$ cat src/rtl/bpred_history_ctrl_if.sv
// Fetch/resolve/predictor-state bundle for the branch history controller.
// Handshake: a fetch update is transferred on a rising clock edge when
// i_fetchValid and o_fetchReady are both high (and i_fetchErr is low);
// a resolve is taken on any edge where i_resolveValid is high while the
// controller is idle, and the producer must keep it low while o_busy is high.
interface bpred_history_ctrl_if;
    logic         i_fetchValid;
    logic         i_fetchErr;
    logic [2:0]   i_passBNum_3;
    logic [35:0]  i_newGHREntry_36;
    logic         o_fetchReady;
    logic         i_resolveValid;
    logic         i_resolveTaken;
    logic         i_resolvePredTaken;
    logic [1:0]   i_resolveSlot_2;
    logic [179:0] o_ghr_180;
    logic [7:0]   o_pendingB_8;
    logic [287:0] o_weights_288;
    logic         o_busy;
    logic         o_trainDone;
    logic         o_underflow;
    logic [1:0]   o_dbgState;

    modport master (
        output i_fetchValid, i_fetchErr, i_passBNum_3, i_newGHREntry_36,
        output i_resolveValid, i_resolveTaken, i_resolvePredTaken, i_resolveSlot_2,
        input  o_fetchReady, o_ghr_180, o_pendingB_8, o_weights_288,
        input  o_busy, o_trainDone, o_underflow, o_dbgState
    );

    modport slave (
        input  i_fetchValid, i_fetchErr, i_passBNum_3, i_newGHREntry_36,
        input  i_resolveValid, i_resolveTaken, i_resolvePredTaken, i_resolveSlot_2,
        output o_fetchReady, o_ghr_180, o_pendingB_8, o_weights_288,
        output o_busy, o_trainDone, o_underflow, o_dbgState
    );
endinterface

$ cat src/rtl/bpred_history_ctrl.sv
// Branch history controller: owns the GHR, the pending-branch count and the
// perceptron weights; commits fetch updates, retires resolves, and on a
// mispredict rolls the GHR back and trains one weight per cycle.
module bpred_history_ctrl (
    input  logic                 i_clk,
    input  logic                 i_rst,
    bpred_history_ctrl_if.slave  bus
);
    typedef enum logic [1:0] {
        S_IDLE     = 2'd0,
        S_ROLLBACK = 2'd1,
        S_TRAIN    = 2'd2,
        S_DONE     = 2'd3
    } state_t;

    state_t       state, stateNext;
    logic [179:0] ghr, ghrNext;
    logic [7:0]   pending, pendingNext;
    logic [287:0] weights, weightsNext;
    logic [3:0]   idx, idxNext;
    logic         latTaken, latTakenNext;
    logic [1:0]   latSlot, latSlotNext;
    logic [7:0]   latD, latDNext;
    logic         trainDone, trainDoneNext;
    logic         underflow, underflowNext;

    logic [2:0]   passB;
    logic [179:0] ghrFetch;
    logic         fetchReady, resolveOk, misp, correct, fetchAcc;
    logic [7:0]   rbShift;
    logic [179:0] ghrRb;
    logic [8:0]   wBase;
    logic [7:0]   ghrBitPos;
    logic         voteUp;
    logic signed [7:0] curW, newW;

    // Commit count is clamped to the four entries a fetch group can carry.
    assign passB      = (bus.i_passBNum_3 > 3'd4) ? 3'd4 : bus.i_passBNum_3;
    // Leave room for a full group of 4 so pending never exceeds 20.
    assign fetchReady = (state == S_IDLE) && (pending <= 8'd16);
    assign resolveOk  = (state == S_IDLE) && bus.i_resolveValid;
    assign misp       = resolveOk && (pending != 8'd0) &&
                        (bus.i_resolveTaken != bus.i_resolvePredTaken);
    assign correct    = resolveOk && (pending != 8'd0) &&
                        (bus.i_resolveTaken == bus.i_resolvePredTaken);
    assign fetchAcc   = bus.i_fetchValid && fetchReady && !bus.i_fetchErr && !misp;

    // Rollback discards the D younger entries so the resolved branch is entry 0.
    assign rbShift    = latD * 8'd9;
    assign ghrRb      = {ghr >> rbShift} | {179'd0, 1'b0};

    // Weight under training and the history bit that votes on it.
    assign wBase      = 9'(latSlot) * 9'd72 + 9'(idx) * 9'd8;
    assign ghrBitPos  = 8'(idx + 4'd1) * 8'd9;
    assign curW       = weights[wBase +: 8];
    assign voteUp     = (idx == 4'd8) ? latTaken : (ghr[ghrBitPos] == latTaken);
    assign newW       = voteUp ? ((curW == 8'sh7F) ? curW : curW + 8'sd1)
                               : ((curW == 8'sh80) ? curW : curW - 8'sd1);

    // GHR after shifting in the committed fetch entries (entry 0 youngest).
    always_comb begin
        ghrFetch = ghr;
        case (passB)
            3'd1:    ghrFetch = {ghr[170:0], bus.i_newGHREntry_36[8:0]};
            3'd2:    ghrFetch = {ghr[161:0], bus.i_newGHREntry_36[17:0]};
            3'd3:    ghrFetch = {ghr[152:0], bus.i_newGHREntry_36[26:0]};
            3'd4:    ghrFetch = {ghr[143:0], bus.i_newGHREntry_36[35:0]};
            default: ghrFetch = ghr;
        endcase
    end

    // Next-state and next-register values for the controller FSM.
    always_comb begin
        stateNext     = state;
        ghrNext       = ghr;
        pendingNext   = pending;
        weightsNext   = weights;
        idxNext       = idx;
        latTakenNext  = latTaken;
        latSlotNext   = latSlot;
        latDNext      = latD;
        trainDoneNext = 1'b0;
        underflowNext = 1'b0;
        case (state)
            S_IDLE: begin
                if (resolveOk && (pending == 8'd0)) begin
                    underflowNext = 1'b1;
                end
                if (misp) begin
                    latTakenNext = bus.i_resolveTaken;
                    latSlotNext  = bus.i_resolveSlot_2;
                    latDNext     = pending - 8'd1;
                    stateNext    = S_ROLLBACK;
                end else begin
                    if (fetchAcc) begin
                        ghrNext = ghrFetch;
                    end
                    pendingNext = pending - {7'd0, correct}
                                + {5'd0, (fetchAcc ? passB : 3'd0)};
                end
            end
            S_ROLLBACK: begin
                ghrNext     = {ghrRb[179:1], latTaken};
                pendingNext = 8'd0;
                idxNext     = 4'd0;
                stateNext   = S_TRAIN;
            end
            S_TRAIN: begin
                weightsNext[wBase +: 8] = newW;
                if (idx == 4'd8) begin
                    stateNext     = S_DONE;
                    trainDoneNext = 1'b1;
                end else begin
                    idxNext = idx + 4'd1;
                end
            end
            S_DONE: begin
                stateNext = S_IDLE;
            end
            default: begin
                stateNext = S_IDLE;
            end
        endcase
    end

    // State and datapath registers; reset clears any partial training.
    always_ff @(posedge i_clk or posedge i_rst) begin
        if (i_rst) begin
            state     <= S_IDLE;
            ghr       <= '0;
            pending   <= '0;
            weights   <= '0;
            idx       <= '0;
            latTaken  <= 1'b0;
            latSlot   <= '0;
            latD      <= '0;
            trainDone <= 1'b0;
            underflow <= 1'b0;
        end else begin
            state     <= stateNext;
            ghr       <= ghrNext;
            pending   <= pendingNext;
            weights   <= weightsNext;
            idx       <= idxNext;
            latTaken  <= latTakenNext;
            latSlot   <= latSlotNext;
            latD      <= latDNext;
            trainDone <= trainDoneNext;
            underflow <= underflowNext;
        end
    end

    assign bus.o_fetchReady  = fetchReady;
    assign bus.o_ghr_180     = ghr;
    assign bus.o_pendingB_8  = pending;
    assign bus.o_weights_288 = weights;
    assign bus.o_busy        = (state != S_IDLE);
    assign bus.o_trainDone   = trainDone;
    assign bus.o_underflow   = underflow;
    assign bus.o_dbgState    = state;
endmodule

$ cat src/flat_wrapper.sv
// flat-port wrapper written by rule: the top's interface ports become plain ports
module bpred_history_ctrl_flat 
  (i_clk, i_rst, bus_i_fetchValid, bus_i_fetchErr, bus_i_passBNum_3, bus_i_newGHREntry_36, bus_i_resolveValid, bus_i_resolveTaken, bus_i_resolvePredTaken, bus_i_resolveSlot_2, bus_o_fetchReady, bus_o_ghr_180, bus_o_pendingB_8, bus_o_weights_288, bus_o_busy, bus_o_trainDone, bus_o_underflow, bus_o_dbgState);
  bpred_history_ctrl_if bus_i ();
  input  logic i_clk;
  input  logic i_rst;
  input wire logic [$bits(bus_i.i_fetchValid)-1:0] bus_i_fetchValid;
  input wire logic [$bits(bus_i.i_fetchErr)-1:0] bus_i_fetchErr;
  input wire logic [$bits(bus_i.i_passBNum_3)-1:0] bus_i_passBNum_3;
  input wire logic [$bits(bus_i.i_newGHREntry_36)-1:0] bus_i_newGHREntry_36;
  input wire logic [$bits(bus_i.i_resolveValid)-1:0] bus_i_resolveValid;
  input wire logic [$bits(bus_i.i_resolveTaken)-1:0] bus_i_resolveTaken;
  input wire logic [$bits(bus_i.i_resolvePredTaken)-1:0] bus_i_resolvePredTaken;
  input wire logic [$bits(bus_i.i_resolveSlot_2)-1:0] bus_i_resolveSlot_2;
  output wire logic [$bits(bus_i.o_fetchReady)-1:0] bus_o_fetchReady;
  output wire logic [$bits(bus_i.o_ghr_180)-1:0] bus_o_ghr_180;
  output wire logic [$bits(bus_i.o_pendingB_8)-1:0] bus_o_pendingB_8;
  output wire logic [$bits(bus_i.o_weights_288)-1:0] bus_o_weights_288;
  output wire logic [$bits(bus_i.o_busy)-1:0] bus_o_busy;
  output wire logic [$bits(bus_i.o_trainDone)-1:0] bus_o_trainDone;
  output wire logic [$bits(bus_i.o_underflow)-1:0] bus_o_underflow;
  output wire logic [$bits(bus_i.o_dbgState)-1:0] bus_o_dbgState;
  assign bus_i.i_fetchValid = bus_i_fetchValid;
  assign bus_i.i_fetchErr = bus_i_fetchErr;
  assign bus_i.i_passBNum_3 = bus_i_passBNum_3;
  assign bus_i.i_newGHREntry_36 = bus_i_newGHREntry_36;
  assign bus_i.i_resolveValid = bus_i_resolveValid;
  assign bus_i.i_resolveTaken = bus_i_resolveTaken;
  assign bus_i.i_resolvePredTaken = bus_i_resolvePredTaken;
  assign bus_i.i_resolveSlot_2 = bus_i_resolveSlot_2;
  assign bus_o_fetchReady = bus_i.o_fetchReady;
  assign bus_o_ghr_180 = bus_i.o_ghr_180;
  assign bus_o_pendingB_8 = bus_i.o_pendingB_8;
  assign bus_o_weights_288 = bus_i.o_weights_288;
  assign bus_o_busy = bus_i.o_busy;
  assign bus_o_trainDone = bus_i.o_trainDone;
  assign bus_o_underflow = bus_i.o_underflow;
  assign bus_o_dbgState = bus_i.o_dbgState;
  bpred_history_ctrl u_core (.i_clk(i_clk), .i_rst(i_rst), .bus(bus_i));
endmodule
$ cat config.mk
export PLATFORM = sky130hd
export DESIGN_NAME = bpred_history_ctrl_flat
export DESIGN_NICKNAME = d
export VERILOG_FILES = /design/src/rtl/bpred_history_ctrl_if.sv /design/src/rtl/bpred_history_ctrl.sv /design/src/flat_wrapper.sv
export SDC_FILE = /design/constraint.sdc
export NUM_CORES = 2
export LEC_CHECK = 0
export BUFFER_PORTS_ARGS = -buffer_cell sky130_fd_sc_hd__buf_2
export CAP_MARGIN = 30
export CORE_MARGIN = 2
export CORE_UTILIZATION = 32
export CTS_CLUSTER_DIAMETER = 80
export DETAILED_ROUTE_END_ITERATION = 8
export PLACE_DENSITY_LB_ADDON = 0.25
export SETUP_SLACK_MARGIN = 0.05
export SLEW_MARGIN = 40
export SYNTH_ARGS = -nofsm -noshare
export SYNTH_HDL_FRONTEND = slang
export SYNTH_SLANG_ARGS = --single-unit
$ cat constraint.sdc
create_clock -name i_clk -period 39.9 [get_ports i_clk]
set_input_delay 1.995 -clock i_clk [delete_from_list [all_inputs] [get_ports i_clk]]
set_output_delay 1.995 -clock i_clk [all_outputs]
set_load 0.01 [all_outputs]
Word level (Yosys, flattened, before mapping)
Index checks and enable logic that the tools add are counted.
Storage, ports and cells
  register bits after elaboration: 495
  bits of input ports: 48
  output and inout bits: 482
  logic and storage cells: 94
Cells by class
  add/subtract/negate cells: 9
  multiply operators: 3
  magnitude comparators: 3
  eq/ne operators: 19
  shift-type cells: 4
  multiplexer cells: 24
  reduce and logical (&&, ||, !) cells: 22
Operators with widths (number)
  180-bit one-hot mux with 4 select lines: 1
  180-bit two-way mux: 2
  180-bit one-hot mux with 2 select lines: 1
  288-bit bitwise mux: 1
  8-bit by 11-bit variable shift with 288-bit output, first input constant: 1
  288-bit by 10-bit variable part select with 8-bit output: 1
  8-bit by 11-bit variable part select with 288-bit output: 1
  180-bit by 8-bit right shift with 180-bit output: 1
  8-bit two-way mux: 4
  8-bit equality test, second input constant: 2
  8-bit by 4-bit multiplier with 8-bit output, second input constant: 2
  8-bit one-hot mux with 2 select lines: 1
  9-bit negation with 11-bit output: 1
  9-bit by 7-bit adder with 9-bit output: 1
  1-bit logical AND: 9
  8-bit by 9-bit < comparator with 1-bit output, second input constant: 1
  8-bit by 2-bit adder with 8-bit output, second input constant: 1
  8-bit by 3-bit adder with 8-bit output: 1
  1-bit binary-select mux with 8-bit select: 1
  8-bit by 5-bit <= comparator with 1-bit output, second input constant: 1
  8-bit zero test: 1
  2-bit one-hot mux with 4 select lines: 1
  4-bit one-hot mux with 2 select lines: 1
  2-bit AND reduction: 4
  other kinds (27): 43

Logic depth before layout (Yosys ltp)
  depth after elaboration: 10
  gate-level depth with buffers: 22

Worst setup path after synthesis
Ideal clock, no wire load.
  kind: input port to flip-flop
  start: input port bus_i_passBNum_3[1]
  end: register u_core.pending[7], in the netlist u_core.bus.o_pendingB_8[7]
  setup time: 0.138 ns
  arrival time: 4.937 ns
  required time: 39.762 ns
  setup slack: 34.825 ns
  stages: 19
  path buffers: 4
  path through: clkbuf_1 -> clkbuf_1 -> buf_1 -> clkbuf_1 -> nand3b_1 -> ha_1 -> inv_1 -> ha_1 -> a21o_1 -> a21oi_1 -> nor2b_1 -> nor2_1 -> o21bai_1 -> a21oi_1 -> nor2_1 -> nor2_1 -> xor2_1 -> a31oi_1 -> o22ai_1
Between the ends
  cells in the longest elaborated chain, start to end: 6
Ends and longest elaborated chain
  start, declared: line flat_wrapper.sv:9  | input wire logic [$bits(bus_i.i_passBNum_3)-1:0] bus_i_passBNum_3;
  3-bit > comparator: line bpred_history_ctrl.sv:38  | assign passB = (bus.i_passBNum_3 > 3'd4) ? 3'd4 : bus.i_passBNum_3;
  3-bit two-way mux *: line bpred_history_ctrl.sv:38
  3-bit two-way mux *: line bpred_history_ctrl.sv:99  | + {5'd0, (fetchAcc ? passB : 3'd0)};
  8-bit by 3-bit adder with 8-bit output *: line bpred_history_ctrl.sv:99
  8-bit two-way mux *: line bpred_history_ctrl.sv:89  | if (misp) begin
  8-bit one-hot mux with 2 select lines *: line bpred_history_ctrl.sv:84  | case (state)
  end signal, assigned: line bpred_history_ctrl.sv:142  | pending <= pendingNext;
  end, declared: line bpred_history_ctrl.sv:18  | logic [7:0] pending, pendingNext;
Mark *: on every way between the ends. The rest lies on a longest branch, timed or not. The select of a mux whose other input is x is not followed.
A chain may end at the register's enable or synchronous reset.

Worst setup path in the final report
  start: register u_core.idx[0]
  end: register u_core.weights[187], in the netlist u_core.bus.o_weights_288[187]
Between the ends
  cells in the longest elaborated chain, start to end: 9
  elaborated cells between the ends (all ways): 20
Ends and longest elaborated chain
  start, declared: line bpred_history_ctrl.sv:20  | logic [3:0] idx, idxNext;
  start signal, assigned: line bpred_history_ctrl.sv:144  | idx <= idxNext;
  4-bit by 1-bit adder with 5-bit output: line bpred_history_ctrl.sv:54  | assign ghrBitPos = 8'(idx + 4'd1) * 8'd9;
  8-bit by 4-bit multiplier with 8-bit output: line bpred_history_ctrl.sv:54
  1-bit binary-select mux with 8-bit select: line bpred_history_ctrl.sv:56  | assign voteUp = (idx == 4'd8) ? latTaken : (ghr[ghrBitPos] == latTaken);
  1-bit two-way mux (not written as such): line bpred_history_ctrl.sv:56
  1-bit equality test: line bpred_history_ctrl.sv:56
  1-bit two-way mux: line bpred_history_ctrl.sv:56
  8-bit two-way mux: line bpred_history_ctrl.sv:57  | assign newW = voteUp ? ((curW == 8'sh7F) ? curW : curW + 8'sd1)
  8-bit by 11-bit variable part select with 288-bit output: line bpred_history_ctrl.sv:109  | weightsNext[wBase +: 8] = newW;
  288-bit bitwise mux *: line bpred_history_ctrl.sv:109
  end signal, assigned: line bpred_history_ctrl.sv:143  | weights <= weightsNext;
  end, declared: line bpred_history_ctrl.sv:19  | logic [287:0] weights, weightsNext;
Marks and branches as above.

==> flow_summary.yaml <==
setup_path:
  crit_fanout: 44
  worstSetupPathType: "reg2reg"
  worst_setup_path_end_kind: "flop"
  worstPathRequired_ns: 40.46
  crit_path_start_kind: "flop"
  arrival_ns: 7.75
yosys:
  yosysWarningCount: 0
  ys_types: 85
  syn_inst: 5033
  avgSynthCellArea_sq_um: 8.522
  ys_ff_latch: 495
  ys_async_sr_fraction_pct: 100.0
  yosysSeqAreaShare_pct: 28.88
  synthFlopType: "dfrtp_1"
  syn_nets: 5123
  synth_edf_count: 0
  netlist_area_sq_um: 42890
final_layout:
  final_cell_mix: "965 x nand2_1, 530 x buf_2, 490 x dfrtp_1, 486 x nor2_1, 481 x o21ai_0"
  fin_nets: 5328
  drive_gt1_share_pct: 25.82
  final_common_cell: "nand2_1"
  syn2layout_area_growth_pct: 15.98
  fillers: 13720
  final_cells: 7060
sta:
  clock_skew_ns: 0.05408
  slew_headroom_pct: 34.43
  period_minus_slack_ns: 7.185
  fmax_mhz: 139.2
  setup_violations: 0
  rsz0062_at_grt: "no"
  finalMaxSlewViolations: 0
  finalHoldViolCount: 0
  whs_ns: 0.4931
  fin_crit_sh_pct: 18.01
  setup_tns_ns: 0
  tightest_slew_ns: 0.9835
clocking:
  cts.htree.levels: 3
  clock_path_buffers: 3
  post_cts_buffers: 0
  cts_num_sinks: 495
  cts_tree: "yes"
  cts.clk_slew.worst_paths_ns: 0.06
  ctsResizeCount: 0
  cts_root_buffer: "clkbuf_16"
  postCtsHoldBufs: 0
  clk_latency_ns: 0.74
  cts_buffers: 66
placement:
  hpwlAfterDp_microns: 170500
  place_congestion: 1.034
  io_buffers: 529
  dp_cells: 6933
global_routing:
  first_global_vias: 42940
  antenna_found_initial: 26
  grt_overflow: 0
  grt.total_usage_pct: 34.80
  grt_pass1_wl_microns: 341200
  grt_max_degree: 108
routing:
  drt_iter0_drc: 6224
  drcViolationCount: 0
  dr_total_vias: 45170
  ant_nets: 0
  first_pass_iters: 8
  via_per_inst: 6.398
  routedWlPerCell_microns: 34.54
  wl_microns: 243900
min_path:
  min_path_type: "reg2reg"
floorplan:
  coreArea_sq_um: 133300
  die_area_sq_um: 137000
  ios: 530
  die_h_microns: 370.1
  start_util_pct: 32.18
  die_w_microns: 370.1
  rows: 134
outcome:
  status: "completed"
run:
  cap_viol_max_count: 0
-- state kept, by name, indices dropped and copies added (netlist names) --
signal and count:
u_core.bus.o_ghr_180 180, u_core.bus.o_underflow 1, u_core.latTaken 1, u_core.bus.o_trainDone 1, u_core.bus.o_dbgState 2, u_core.idx 4, u_core.bus.o_pendingB_8 8, u_core.latD 8
u_core.latSlot 2, u_core.bus.o_weights_288 288
-- metrics by stage --
step / cell area, sq um / setup WS (ns) / util (%)
after floorplan: 42890 / 24.09 / -
after global placement: 47150 / 32.80 / 35.38
after detailed placement: 47330 / 32.83 / 35.51
after CTS: 49610 / 32.76 / 37.22
after global routing: 49740 / 32.47 / 37.32
final: 49750 / 32.71 / 37.32
-- kinds of logic (layout without fill, tap and decap cells) --
| logic type | Yosys count | after routing | synth area share (%) |
|---|---|---|---|
| AND/OR/NAND/NOR | 1631 | 1631 | 15.11 |
| AO/OA/AOI/OAI | 1348 | 1348 | 19.19 |
| multiplexers | 826 | 826 | 28.53 |
| buffers and inverters | 649 | 903 | 6.027 |
| flip-flops | 495 | 495 | 28.88 |
| adder cells (fa/ha/maj) | 42 | 42 | 1.295 |
| XOR/XNOR | 42 | 42 | 0.9626 |
| other | 0 | 5 | 0 |
-- routing by layer --
layer	wire length [microns]	track usage [%]	share of wire [%]	vias to the layer above
li1	-	-	-	18690
met1	83000	39.36	34	22200
met2	107600	53.87	44	3282
met3	30830	13.04	13	980
met4	22290	25.17	9.1	20
met5	129	0	0.053	-
-- layout make-up --
cell class | instances | area [sq um] | area share [%]
Multi-Input combinational cell | 3889 | 28200 | 56.70
Sequential cell | 495 | 12400 | 24.93
Timing Repair Buffer | 737 | 4442 | 8.929
Tap cell | 1768 | 2212 | 4.447
Clock buffer | 88 | 1844 | 3.707
Clock inverter | 29 | 431.7 | 0.8677
Inverter | 49 | 198.9 | 0.3999
Antenna cell | 5 | 12.51 | 0.02515
-- synth_stat cells, drive strengths merged, types with 22 or more instances --
cell      n  area (sq um)
nand2   966          3626
o21ai   527          2645
dfrtp   495         12390
nor2    491          1846
mux2i   366          3676
clkbuf  362          1369
mux4    300          6756
a21oi   275          1380
buf     236          1013
mux2    160          1805
a211oi  158          1191
o22ai    94         600.6
o221ai   88         770.7
nor3     75         390.4
o21a     68         510.5
inv      48         180.2
ha       38         475.5
nand3    31         155.2
xnor2    26         265.3
a22oi    22         165.2
-- worst paths after layout --
kind / start / to / slack [ns] / cells after the start
min reg2reg: u_core.latD[6] / u_core.latD[6] / 0.49 / 2
max: u_core.idx[0] / u_core.bus.o_weights_288[187] / 32.71 / 17
max reg2reg: u_core.idx[0] / u_core.bus.o_weights_288[187] / 32.71 / 17
min in group asynchronous: i_rst / u_core.bus.o_ghr_180[112] / 1.43 / 2
min: u_core.latD[6] / u_core.latD[6] / 0.49 / 2
max in group asynchronous: i_rst / u_core.bus.o_weights_288[253] / 35.42 / 6
-- worst max-delay path: stages, from the launching register on --
cell and delay, ns:
dfrtp_2 0.42, buf_4 0.32, ha_1 0.29, fa_4 1.06, buf_4 0.64, mux4_2 0.41, mux2i_1 0.14, mux2i_1 0.12
a2111oi_2 0.59, a21oi_2 0.19, inv_1 0.18, ha_1 0.17, nand4b_1 0.19, or4b_1 0.73, and4_1 0.27, a211oi_4 0.64
buf_4 0.40, o21ai_0 0.16
Power is left out: the tool's default activity adds up to more than one toggle a clock period on the data nets, which glitch-free logic cannot reach.
